**config.mk**
```make
export PLATFORM = sky130hd
export DESIGN_NAME = fb_arbiter
export DESIGN_NICKNAME = d
export VERILOG_FILES = /design/src/rtl/fb_arbiter.sv
export SDC_FILE = /design/constraint.sdc
export NUM_CORES = 1
export LEC_CHECK = 0
export ABC_CLOCK_PERIOD_IN_PS = 3900
export CELL_PAD_IN_SITES_DETAIL_PLACEMENT = 2
export CELL_PAD_IN_SITES_GLOBAL_PLACEMENT = 2
export CORE_MARGIN = 5
export CORE_UTILIZATION = 23
export CTS_CLUSTER_SIZE = 16
export DETAILED_ROUTE_END_ITERATION = 12
export GPL_TIMING_DRIVEN = 0
export PLACE_DENSITY_LB_ADDON = 0.1
export SLEW_MARGIN = 40
export SYNTH_ARGS = -nofsm -noshare
export SYNTH_HDL_FRONTEND = slang
export SYNTH_SLANG_ARGS = --single-unit
```
**constraint.sdc**
```tcl
create_clock -name CLOCK_25 -period 3.9 [get_ports CLOCK_25]
set_clock_uncertainty 0.15 [all_clocks]
set_input_delay 0.39 -clock CLOCK_25 [delete_from_list [all_inputs] [get_ports CLOCK_25]]
set_output_delay 0.39 -clock CLOCK_25 [all_outputs]
set_load 0.02 [all_outputs]
```
**src/rtl/fb_arbiter.sv**
```systemverilog
// Framebuffer RAM arbiter: reserves every fourth visible pixel for a VGA read, shares the rest
// between two round-robin writers. Define FB_ARB_STATS_EN to add drop/stall counters.
module fb_arbiter #(
  parameter int unsigned FB_W   = 160,
  parameter int unsigned FB_H   = 120,
  parameter int unsigned ADDR_W = 15
) (
  input  logic              CLOCK_25,
  input  logic              reset,
  input  logic [9:0]        next_x,
  input  logic [9:0]        next_y,
  input  logic [1:0]        wr_valid,
  output logic [1:0]        wr_ready,
  input  logic [ADDR_W-1:0] wr_addr0,
  input  logic [ADDR_W-1:0] wr_addr1,
  input  logic [23:0]       wr_data0,
  input  logic [23:0]       wr_data1,
  output logic [ADDR_W-1:0] mem_addr,
  output logic [23:0]       mem_wdata,
  output logic              mem_we,
  input  logic [23:0]       mem_rdata,
`ifdef FB_ARB_STATS_EN
  output logic [15:0]       drop_cnt,
  output logic [15:0]       stall_cnt0,
  output logic [15:0]       stall_cnt1,
`endif
  output logic [7:0]        R_out,
  output logic [7:0]        G_out,
  output logic [7:0]        B_out
);

  localparam int unsigned FB_SIZE = FB_W * FB_H;

  logic              rd_slot;
  logic              rr;
  logic              rd_q1, rd_q2;
  logic              xfer;
  logic              sel;
  logic              in_range;
  logic [ADDR_W-1:0] sel_addr;
  logic [23:0]       sel_data;
  logic [ADDR_W-1:0] rd_addr;

  assign rd_slot = (next_x < 10'd640) && (next_y < 10'd480) && (next_x[1:0] == 2'b00);

  // Grant depends only on valid, rr and slot state, never on address or data.
  always_comb begin
    wr_ready = 2'b00;
    if (!reset && !rd_slot) begin
      if (wr_valid == 2'b11) wr_ready = rr ? 2'b10 : 2'b01;
      else                   wr_ready = wr_valid;
    end
  end

  assign xfer     = |(wr_valid & wr_ready);
  assign sel      = wr_ready[1];
  assign sel_addr = sel ? wr_addr1 : wr_addr0;
  assign sel_data = sel ? wr_data1 : wr_data0;
  assign in_range = 32'(sel_addr) < FB_SIZE;
  assign rd_addr  = ADDR_W'(32'(next_y[9:2]) * FB_W + 32'(next_x[9:2]));

  always_ff @(posedge CLOCK_25) begin
    if (reset) begin
      rr        <= 1'b0;
      rd_q1     <= 1'b0;
      rd_q2     <= 1'b0;
      mem_addr  <= '0;
      mem_wdata <= '0;
      mem_we    <= 1'b0;
      R_out     <= '0;
      G_out     <= '0;
      B_out     <= '0;
    end else begin
      // rd_q2 marks the cycle in which mem_rdata answers the read issued two cycles ago.
      rd_q1  <= rd_slot;
      rd_q2  <= rd_q1;
      mem_we <= 1'b0;
      if (rd_q2) {R_out, G_out, B_out} <= mem_rdata;
      if (rd_slot) begin
        mem_addr <= rd_addr;
      end else if (xfer) begin
        rr <= ~sel;
        if (in_range) begin
          mem_addr  <= sel_addr;
          mem_wdata <= sel_data;
          mem_we    <= 1'b1;
        end
      end
    end
  end

`ifdef FB_ARB_STATS_EN
  always_ff @(posedge CLOCK_25) begin
    if (reset) begin
      drop_cnt   <= '0;
      stall_cnt0 <= '0;
      stall_cnt1 <= '0;
    end else begin
      if (xfer && !in_range && drop_cnt != 16'hFFFF) drop_cnt <= drop_cnt + 16'd1;
      if (wr_valid[0] && !wr_ready[0] && stall_cnt0 != 16'hFFFF) stall_cnt0 <= stall_cnt0 + 16'd1;
      if (wr_valid[1] && !wr_ready[1] && stall_cnt1 != 16'hFFFF) stall_cnt1 <= stall_cnt1 + 16'd1;
    end
  end
`endif

endmodule

```
-- Yosys cells after proc, flatten, opt, wreduce, memory -nomap -nowiden
Cells that the tools add are included.
- register bits after elaboration: 67
- word-level logic and storage cells: 41
- input port bits: 126
- output and inout bits: 66
- mux-type cells: 9
- multipliers: 1
- bitwise operators: 4
- add/subtract/negate cells: 1
- eq/ne operators: 1
- magnitude comparators: 3
- reductions and logical operators: 13
- operators by type and width (kind ; count):
    15-bit 2-to-1 mux ; 4
    24-bit 2-to-1 mux ; 1
    15-bit by 8-bit adder with 15-bit output ; 1
    15-bit less-than comparator (second input constant) ; 1
    10-bit less-than comparator (second input constant) ; 1
    10-bit by 9-bit less-than comparator with 1-bit output (second input constant) ; 1
    8-bit by 3-bit multiplier with 10-bit output (second input constant) ; 1
    2-bit 2-to-1 mux ; 3
    2-bit AND reduction ; 2
    2-bit nonzero test ; 2
    1-bit logical AND ; 3
    1-bit NOT ; 3
    3-bit AND reduction ; 1
    3-bit OR reduction ; 1
    2-bit AND ; 1
    2-bit == test (second input constant) ; 1
    1-bit zero test ; 2
    2-bit zero test ; 1
    2-bit OR reduction ; 1
    1-bit 2-to-1 mux ; 1

-- Longest topological paths before layout
Gate-level depths: netlist of run 1.
- depth after elaboration: 11
- gate-level depth with buffers: 10
- depth with buffers taken out: 10

-- Worst setup path before layout of run 1
No wires, ideal clock.
- path kind: input port to flip-flop
- start: in next_y[3]
- end: reg mem_addr[14]
- path slack: 1.408 ns
- arrival: 2.223 ns
- setup time: 0.119 ns
- buffers on the path: 0
- stages on the path: 10
- data required time: 3.631 ns
- cells stage by stage: ha_1 ha_1 inv_1 fa_1 and2b_1 o221ai_2 or4b_1 o311ai_1 xnor2_1 o21ai_2
- word-level cells in the longest chain between the ends: 10
- elaborated cells between the ends (all ways): 18
- those cells by class: add/sub: 1; mul: 1; order compare: 2; mux: 5; bitwise: 1; reduce/logical: 8
- ends and longest elaborated chain (what ; line ; RTL):
    start: declaration ; 11 ; input logic [9:0] next_y,
    parallel branches: the longest is 10 deep, another holds 15-bit by 8-bit adder with 15-bit output ; n/a ;
    end signal: assignment ; 80 ; mem_addr <= rd_addr;
    end signal: assignment ; 84 ; mem_addr <= sel_addr;
    end: declaration ; 18 ; output logic [ADDR_W-1:0] mem_addr,
Several ways; the timed one is not identified. The select of a mux whose other input is x is not followed.
A chain may end at the register's enable or synchronous reset.

-- Final worst setup path of run 1
- start: in next_y[5]
- end: out wr_ready[1]
- word-level cells in the longest chain between the ends: 6
- ends and longest elaborated chain (what ; line ; RTL):
    10-bit by 9-bit less-than comparator with 1-bit output ; 44 ; assign rd_slot = (next_x < 10'd640) && (next_y < 10'd480) && (next_x[1:0] == 2'b00);
    1-bit logical AND (2 in a row) ; 44 ;
    1-bit zero test ; 49 ; if (!reset && !rd_slot) begin
    1-bit logical AND ; 49 ;
    2-bit 2-to-1 mux ; 49 ;
    end: declaration ; 13 ; output logic [1:0] wr_ready,
No other way between the ends.

==> results of run 1 <==
[worst min path at each step]
stage	from	cells after the start	end
final	reset	4	mem_addr[14]$_SDFFE_PP0P_
after global routing	reset	4	mem_addr[14]$_SDFFE_PP0P_
after CTS	reset	4	mem_addr[14]$_SDFFE_PP0P_
after detailed placement	rd_q1$_SDFF_PP0_	1	rd_q2$_SDFF_PP0_
after global placement	rd_q1$_SDFF_PP0_	1	rd_q2$_SDFF_PP0_
after floorplan	rd_q1$_SDFF_PP0_	1	rd_q2$_SDFF_PP0_
[final cells by class]
class / instances / area share, %
plain buffers: 25 / 2.50
inverters: 11 / 0.694
clock buffers: 12 / 4.31
multi-input cells: 295 / 33.1
clock inverters: 4 / 1.22
flip-flops and latches: 67 / 22.6
well taps: 188 / 3.96
repair buffers: 188 / 31.6
[cell usage after synthesis, types with 5 or more instances]
cell type	n	area, um^2
sky130_fd_sc_hd__a21oi_1	10	50.1
sky130_fd_sc_hd__a22oi_1	6	45.0
sky130_fd_sc_hd__a311oi_1	27	236
sky130_fd_sc_hd__and3_1	8	50.1
sky130_fd_sc_hd__buf_2	5	25.0
sky130_fd_sc_hd__clkbuf_1	11	41.3
sky130_fd_sc_hd__dfxtp_1	67	1340
sky130_fd_sc_hd__ha_1	15	188
sky130_fd_sc_hd__inv_1	11	41.3
sky130_fd_sc_hd__mux2_2	7	78.8
sky130_fd_sc_hd__mux2i_1	27	270
sky130_fd_sc_hd__nand2_1	71	267
sky130_fd_sc_hd__nor2_1	57	214
sky130_fd_sc_hd__o21ai_0	7	35.0
sky130_fd_sc_hd__o22ai_1	5	31.3
sky130_fd_sc_hd__xnor2_1	6	52.6
sky130_fd_sc_hd__xor2_1	5	43.8
[sequential cells by signal, summed over array words and instances (netlist names)]
register,count
mem_we,1
R_out,8
rd_q1,1
mem_addr,15
rd_q2,1
B_out,8
G_out,8
mem_wdata,24
rr,1
[critical path: stages]
cell and delay (ps):
sky130_fd_sc_hd__clkdlybuf4s50_1 540, sky130_fd_sc_hd__nand4_2 220, sky130_fd_sc_hd__nand3_2 240, sky130_fd_sc_hd__nand3_2 120, sky130_fd_sc_hd__inv_1 110, sky130_fd_sc_hd__clkbuf_1 400
sky130_fd_sc_hd__clkdlybuf4s50_1 710
[placed cells by master (no fill, tap or decap), types with 8 or more instances in the layout]
cell type                         instances
sky130_fd_sc_hd__and3_1                   8
sky130_fd_sc_hd__ha_1                    15
sky130_fd_sc_hd__mux2i_1                 27
sky130_fd_sc_hd__clkdlybuf4s50_1        188
sky130_fd_sc_hd__dfxtp_1                 67
sky130_fd_sc_hd__clkbuf_1                12
sky130_fd_sc_hd__inv_1                   11
sky130_fd_sc_hd__nor2_1                  57
sky130_fd_sc_hd__a21oi_1                 10
sky130_fd_sc_hd__a311oi_1                27
sky130_fd_sc_hd__clkbuf_16                9
sky130_fd_sc_hd__nand2_1                 71
[where the power goes]
part | switching, mW | internal, mW
Combinational | 0.255 | 0.280
Sequential | 0.0210 | 0.724
Clock | 0.302 | 0.594
Total | 0.578 | 1.60
[per-layer routing]
metal / up-vias / routed length [um] / track usage [%]
met5: - / 0 / 0
met4: 0 / 235 / 5.71
met3: 15 / 839 / 4.12
met2: 117 / 7140 / 28.4
met1: 1791 / 6180 / 19.1
li1: 1803 / - / -
[logic make-up after synthesis]
kind of cell,count (synthesis),synth area share [%]
AND/OR/NAND/NOR,159,20.5
adder cells (fa/ha/maj),17,6.51
flip-flops,67,38.3
XOR/XNOR,11,2.75
AO/OA/AOI/OAI,74,16.5
buffers and inverters,36,5.43
multiplexers,34,9.98
==> load_flow_metrics.sql, run 1 <==
INSERT INTO impl_metrics (metric_group, metric, value, unit) VALUES
('run_status', 'status', 'complete, no violations', ''),
('global_routing', 'number_of_antenna_violations_at_the_first_check_in_global_routing', '0', ''),
('die', 'die_width', '133', 'um'),
('cts', 'cts.sink_count', '67', ''),
('power_and_ir_drop', 'peakVddDrop', '0.180', 'mV'),
('placed_design', 'gp_congestion', '0.766', ''),
('timing', 'min_period', '3270', 'ps'),
('placed_design', 'place_ws', '587', 'ps'),
('synthesis', 'synth_top_flop_cell', 'sky130_fd_sc_hd__dfxtp_1', ''),
('timing', 'final-hold-violation-count', '0', ''),
('global_routing', 'globalRouteOverflowTotal', '0', ''),
('drt', 'viasPerCell', '4.72', ''),
('die', 'initial_cell_density_of_the_core', '23.2', '%'),
('cells_and_area', 'design_area', '0.00595', 'mm^2'),
('cts', 'clkSlewWorstSetupHoldPaths', '50', 'ps'),
('run', 'maxCapViolCount', '0', ''),
('placed_design', 'buffer_ports.inserted', '188', ''),
('synthesis', 'postSynthCellCount', '398', ''),
('drt', 'detail_route.wl_per_cell', '18.2', 'um'),
('critical_path', 'rr_endpoint', 'mem_wdata[13]$_SDFFE_PP0P_', ''),
('cells_and_area', 'sequential_cell_area', '0.00134', 'mm^2'),
('cts', 'cts.repair_timing.setup_buffer_count', '0', ''),
('critical_path', 'r2r_slack', '1860', 'ps'),
('die', 'core-area', '0.0151', 'mm^2'),
('timing', 'final.setup.tns', '0', 'ps'),
('cts', 'cts.repair.resized', '0', ''),
('critical_path', 'startpoint_type', 'input port', ''),
('timing', 'worst_slew_margin_rel', '47.3', '%'),
('global_routing', 'global_route_usage_over_all_layers', '16.2', '%'),
('die', 'ios', '192', ''),
('power_and_ir_drop', 'power_total', '2.18', 'mW'),
('timing', 'finalCritPeriodShare', '83.8', '%'),
('synthesis', 'asyncSetResetFlopFracSynth', '0', '%'),
('power_and_ir_drop', 'power_density', '366', 'mW/mm^2'),
('cells_and_area', 'post_layout_nonfiller_instances', '790', ''),
('drt', 'drt-pass1-iter-count', '4', ''),
('cells_and_area', 'area.growth.synth_to_final', '69.9', '%'),
('critical_path', 'worst_setup_path_startpoint', 'next_y[5]', ''),
('critical_path', 'endpoint_kind', 'primary output', ''),
('synthesis', 'seq_area_frac_synth', '38.3', '%'),
('timing', 'worst_slack', '630', 'ps'),
('die', 'fp.dieH', '133', 'um'),
('drt', 'ant_nets', '0', ''),
('cells_and_area', 'layout.core_utilization', '39.4', '%'),
('placed_design', 'placedCellCount', '774', ''),
('cts', 'tritoncts', 'done', ''),
('timing', 'max_freq', '306', 'MHz'),
('drt', 'detail_route.wirelength', '14400', 'um'),
('synthesis', 'synth_area_per_cell', '8.79', 'um^2'),
('timing', 'holdWs', '275', 'ps'),
('drt', 'drc_errors', '0', ''),
('critical_path', 'worst_setup_path_category', 'input port to primary output', ''),
('synthesis', 'synthesis.yosys.warnings', '0', ''),
('die', 'die_outline_area', '0.0178', 'mm^2'),
('global_routing', 'grt_pass1_wl', '22700', 'um'),
('critical_path', 'worst_r2r_path_depth', '6', ''),
('critical_path', 'max_fanout_on_critical_path', '10', ''),
('global_routing', 'pin_count_of_the_biggest_net_entering_global_routing', '12', ''),
('cts', 'ctsHoldBuffers', '0', ''),
('global_routing', 'number_of_global_route_vias_before_repair', '4192', ''),
('worst_hold_path', 'hold_path.class', 'input port to flip-flop', ''),
('placed_design', 'detailedPlacementHpwl', '11700', 'um'),
('cts', 'h-tree-depth', '3', ''),
('cts', 'clkLatencyLatePin', '330', 'ps'),
('cells_and_area', 'insertedDiodeCount', '0', ''),
('cts', 'clock_tree.buffer_depth', '2', ''),
('die', 'rows', '45', ''),
('cells_and_area', 'layout-drive-gt1-share', '7.64', '%'),
('cells_and_area', 'nFillCells', '1684', ''),
('drt', 'num_vias', '3726', ''),
('cells_and_area', 'layout.nets', '740', '');
(Power assumes the default switching activity.)
==> inputs of run 2 (changes only) <==
--- a/config.mk
+++ b/config.mk
@@ -5,11 +5,11 @@
 export SDC_FILE = /design/constraint.sdc
 export NUM_CORES = 1
 export LEC_CHECK = 0
-export ABC_CLOCK_PERIOD_IN_PS = 3900
+export ABC_CLOCK_PERIOD_IN_PS = 3000
 export CELL_PAD_IN_SITES_DETAIL_PLACEMENT = 2
 export CELL_PAD_IN_SITES_GLOBAL_PLACEMENT = 2
 export CORE_MARGIN = 5
-export CORE_UTILIZATION = 23
+export CORE_UTILIZATION = 19
 export CTS_CLUSTER_SIZE = 16
 export DETAILED_ROUTE_END_ITERATION = 12
 export GPL_TIMING_DRIVEN = 0
==> constraint.sdc (replaced) <==
create_clock -name CLOCK_25 -period 3 [get_ports CLOCK_25]
set_clock_uncertainty 0.15 [all_clocks]
set_input_delay 0.3 -clock CLOCK_25 [delete_from_list [all_inputs] [get_ports CLOCK_25]]
set_output_delay 0.3 -clock CLOCK_25 [all_outputs]
set_load 0.02 [all_outputs]
==> run 2 against run 1 <==
Compared with the run above: combinational power is 30% higher; first-iteration DRC count is 33% higher; flip-flop and latch count stayed put; global-route usage is 2.0 points lower; non-clock buffer count is 1 lower; clock power is 28% higher; worst hold slack worse by 81 ps; register-to-register slack worse by 920 ps; via count is 0.67% higher; die area is 19% higher; worst setup slack worse by 410 ps; sequential share of layout area is 0.16 points lower; critical endpoint is now mem_addr[14]$_SDFFE_PP0P_; largest cell class unchanged; largest power group unchanged.
==> load_flow_metrics.sql, run 2 (synthesis gave the netlist of run 1 again) <==
INSERT INTO impl_metrics (metric_group, metric, value, unit) VALUES
('timing', 'drv_slew', '0', ''),
('drt', 'drt-pass1-iter-count', '4', ''),
('die', 'ios', '192', ''),
('critical_path', 'worst_setup_path_category', 'input port to flip-flop', ''),
('die', 'fp.dieH', '146', 'um'),
('timing', 'holdWs', '194', 'ps'),
('worst_hold_path', 'hold_path.class', 'input port to flip-flop', ''),
('cells_and_area', 'layout-drive-gt1-share', '7.83', '%'),
('cts', 'clkLatencyLatePin', '330', 'ps'),
('global_routing', 'number_of_antenna_violations_at_the_first_check_in_global_routing', '1', ''),
('timing', 'rsz_0062_raised_after_global_routing', 'no', ''),
('cells_and_area', 'final_common_cell', 'sky130_fd_sc_hd__clkdlybuf4s50_1', ''),
('power_and_ir_drop', 'peakVddDrop', '0.247', 'mV'),
('die', 'die_outline_area', '0.0212', 'mm^2'),
('timing', 'final.setup.tns', '0', 'ps'),
('die', 'initial_cell_density_of_the_core', '19.4', '%'),
('global_routing', 'grt_pass1_wl', '23900', 'um'),
('timing', 'max_freq', '359', 'MHz'),
('run_status', 'status', 'complete, no violations', ''),
('cts', 'clock_tree.buffer_depth', '2', ''),
('global_routing', 'pin_count_of_the_biggest_net_entering_global_routing', '13', ''),
('critical_path', 'rr_startpoint', 'rr$_SDFFE_PP0P_', ''),
('worst_hold_path', 'worst_case_hold_path_end_point', 'mem_addr[14]$_SDFFE_PP0P_', ''),
('critical_path', 'r2r_slack', '940', 'ps'),
('cts', 'cts.repair_timing.setup_buffer_count', '0', ''),
('timing', 'setup_violations', '0', ''),
('drt', 'highest_metal_layer_with_signal_wires', 'met4', ''),
('timing', 'min_period', '2780', 'ps'),
('cts', 'tritoncts', 'done', ''),
('drt', 'ant_nets', '0', ''),
('cts', 'cts_root_buffer', 'sky130_fd_sc_hd__clkbuf_16', ''),
('critical_path', 'endpoint_kind', 'flip-flop', ''),
('critical_path', 'rr_endpoint', 'mem_addr[12]$_SDFFE_PP0P_', ''),
('power_and_ir_drop', 'power_density', '470', 'mW/mm^2'),
('run', 'maxCapViolCount', '0', ''),
('placed_design', 'buffer_ports.inserted', '188', ''),
('critical_path', 'worst_setup_path_startpoint', 'next_y[5]', ''),
('placed_design', 'detailedPlacementHpwl', '12500', 'um'),
('timing', 'worst_slew_margin_rel', '46.9', '%'),
('cells_and_area', 'layout.core_utilization', '33.2', '%'),
('die', 'core-area', '0.0180', 'mm^2'),
('cells_and_area', 'area.growth.synth_to_final', '71.1', '%'),
('cells_and_area', 'largest_register_ffs', '24', ''),
('cells_and_area', 'commonest_cells_after_routing_fill_and_taps_aside', '187 x sky130_fd_sc_hd__clkdlybuf4s50_1, 71 x sky130_fd_sc_hd__nand2_1, 67 x sky130_fd_sc_hd__dfxtp_1', ''),
('drt', 'drc_errors', '0', ''),
('cells_and_area', 'nFillCells', '2029', ''),
('die', 'die_width', '146', 'um'),
('power_and_ir_drop', 'power.static_leakage', '2.25', 'nW'),
('drt', 'm1WireLength', '6450', 'um'),
('drt', 'drt_first_iter_violations', '69', ''),
('timing', 'final-hold-violation-count', '0', ''),
('drt', 'routed-wl-met3', '983', 'um'),
('drt', 'num_vias', '3751', ''),
('cts', 'cts.sink_count', '67', ''),
('drt', 'dr_wl_met2', '7530', 'um'),
('drt', 'detail_route.wirelength', '15300', 'um'),
('worst_hold_path', 'worst_hold_startpoint', 'reset', ''),
('drt', 'detail_route.wl_per_cell', '18.4', 'um'),
('timing', 'finalCritPeriodShare', '92.8', '%'),
('global_routing', 'globalRouteOverflowTotal', '0', ''),
('drt', 'viasPerCell', '4.52', ''),
('critical_path', 'worst_r2r_path_depth', '7', ''),
('timing', 'slew_at_the_pin_closest_to_its_max_slew_limit', '797', 'ps'),
('global_routing', 'global_route_usage_over_all_layers', '14.1', '%'),
('placed_design', 'gp_congestion', '0.755', ''),
('critical_path', 'timing.critical_path.required', '3060', 'ps'),
('critical_path', 'max_fanout_on_critical_path', '3', ''),
('cells_and_area', 'registers.top_by_ff_count', 'mem_wdata', ''),
('cts', 'clkSlewWorstSetupHoldPaths', '50', 'ps'),
('die', 'rows', '49', ''),
('worst_hold_path', 'min_delay_path_depth', '4', ''),
('cts', 'cts_inserted_buffers', '9', ''),
('cells_and_area', 'layout.nets', '739', ''),
('global_routing', 'number_of_global_route_vias_before_repair', '4333', ''),
('cts', 'h-tree-depth', '3', ''),
('cells_and_area', 'reg_top3', 'mem_wdata x24, mem_addr x15', ''),
('critical_path', 'cp_data_arrival_time', '2850', 'ps'),
('critical_path', 'startpoint_type', 'input port', '');
run 2: cell types whose count changed in the layout (fill, tap and decap cells not counted), sizes merged:
cell,change
clkbuf,-3
clkdlybuf4s50,-1
clkinv,+1
clkinvlp,+1
diode,+1
dlymetal6s2s,+1
inv,-1
run 2: worst max-delay path by stage:
stage	to
after CTS	wr_ready[1]
after global placement	mem_addr[14]$_SDFFE_PP0P_
after detailed placement	mem_addr[14]$_SDFFE_PP0P_
after global routing	mem_addr[14]$_SDFFE_PP0P_
after floorplan	mem_addr[14]$_SDFFE_PP0P_
final	mem_addr[14]$_SDFFE_PP0P_
run 2: final cells by class:
class	count	area [um^2]	share of cell area [%]
Antenna cell	1	2.50	0.0418
Buffer	24	145	2.42
Multi-Input combinational cell	295	1970	32.9
Clock inverter	5	77.6	1.30
Sequential cell	67	1340	22.4
Tap cell	229	287	4.78
Inverter	11	45.0	0.752
Clock buffer	10	239	3.99
Timing Repair Buffer	188	1880	31.5
run 2: report_power, final:
group / internal, mW / total, mW / switching (mW)
combinational: 0.363 / 0.698 / 0.335
clock: 0.743 / 1.15 / 0.407
sequential: 0.941 / 0.967 / 0.0261
run 2: what timing repair did:
item | in CTS | in global routing
hold buffers | 0 | 0
gates resized for setup | 0 | 2
setup endpoints to repair | 1 | 1
pin swaps | 0 | 0
hold endpoints to repair | 0 | 0
run 2: worst max-delay path: stages:
cell,delay [ps]
sky130_fd_sc_hd__clkdlybuf4s50_1,480
sky130_fd_sc_hd__ha_1,320
sky130_fd_sc_hd__ha_1,170
sky130_fd_sc_hd__inv_1,60
sky130_fd_sc_hd__fa_1,390
sky130_fd_sc_hd__and2b_1,250
sky130_fd_sc_hd__o22ai_1,100
sky130_fd_sc_hd__xnor2_1,290
sky130_fd_sc_hd__and4_1,260
sky130_fd_sc_hd__xnor2_1,150
sky130_fd_sc_hd__o21ai_2,70
run 2: layer usage:
layer,vias up,GRT usage (%)
li1,1810,-
met1,1805,16.3
met2,118,24.7
met3,18,4.48
met4,0,4.62
met5,-,0
run 2: through the flow:
stage	std cells	setup slack [ps]	cell area [um^2]	total power, mW
2_1_floorplan	398	598	3500	1.32
3_3_place_gp	815	-150	5670	1.68
5_1_grt	830	13.6	5990	2.97
3_5_place_dp	815	-180	5670	1.70
6_report	830	216	5990	2.81
4_1_cts	829	47.2	5980	2.88
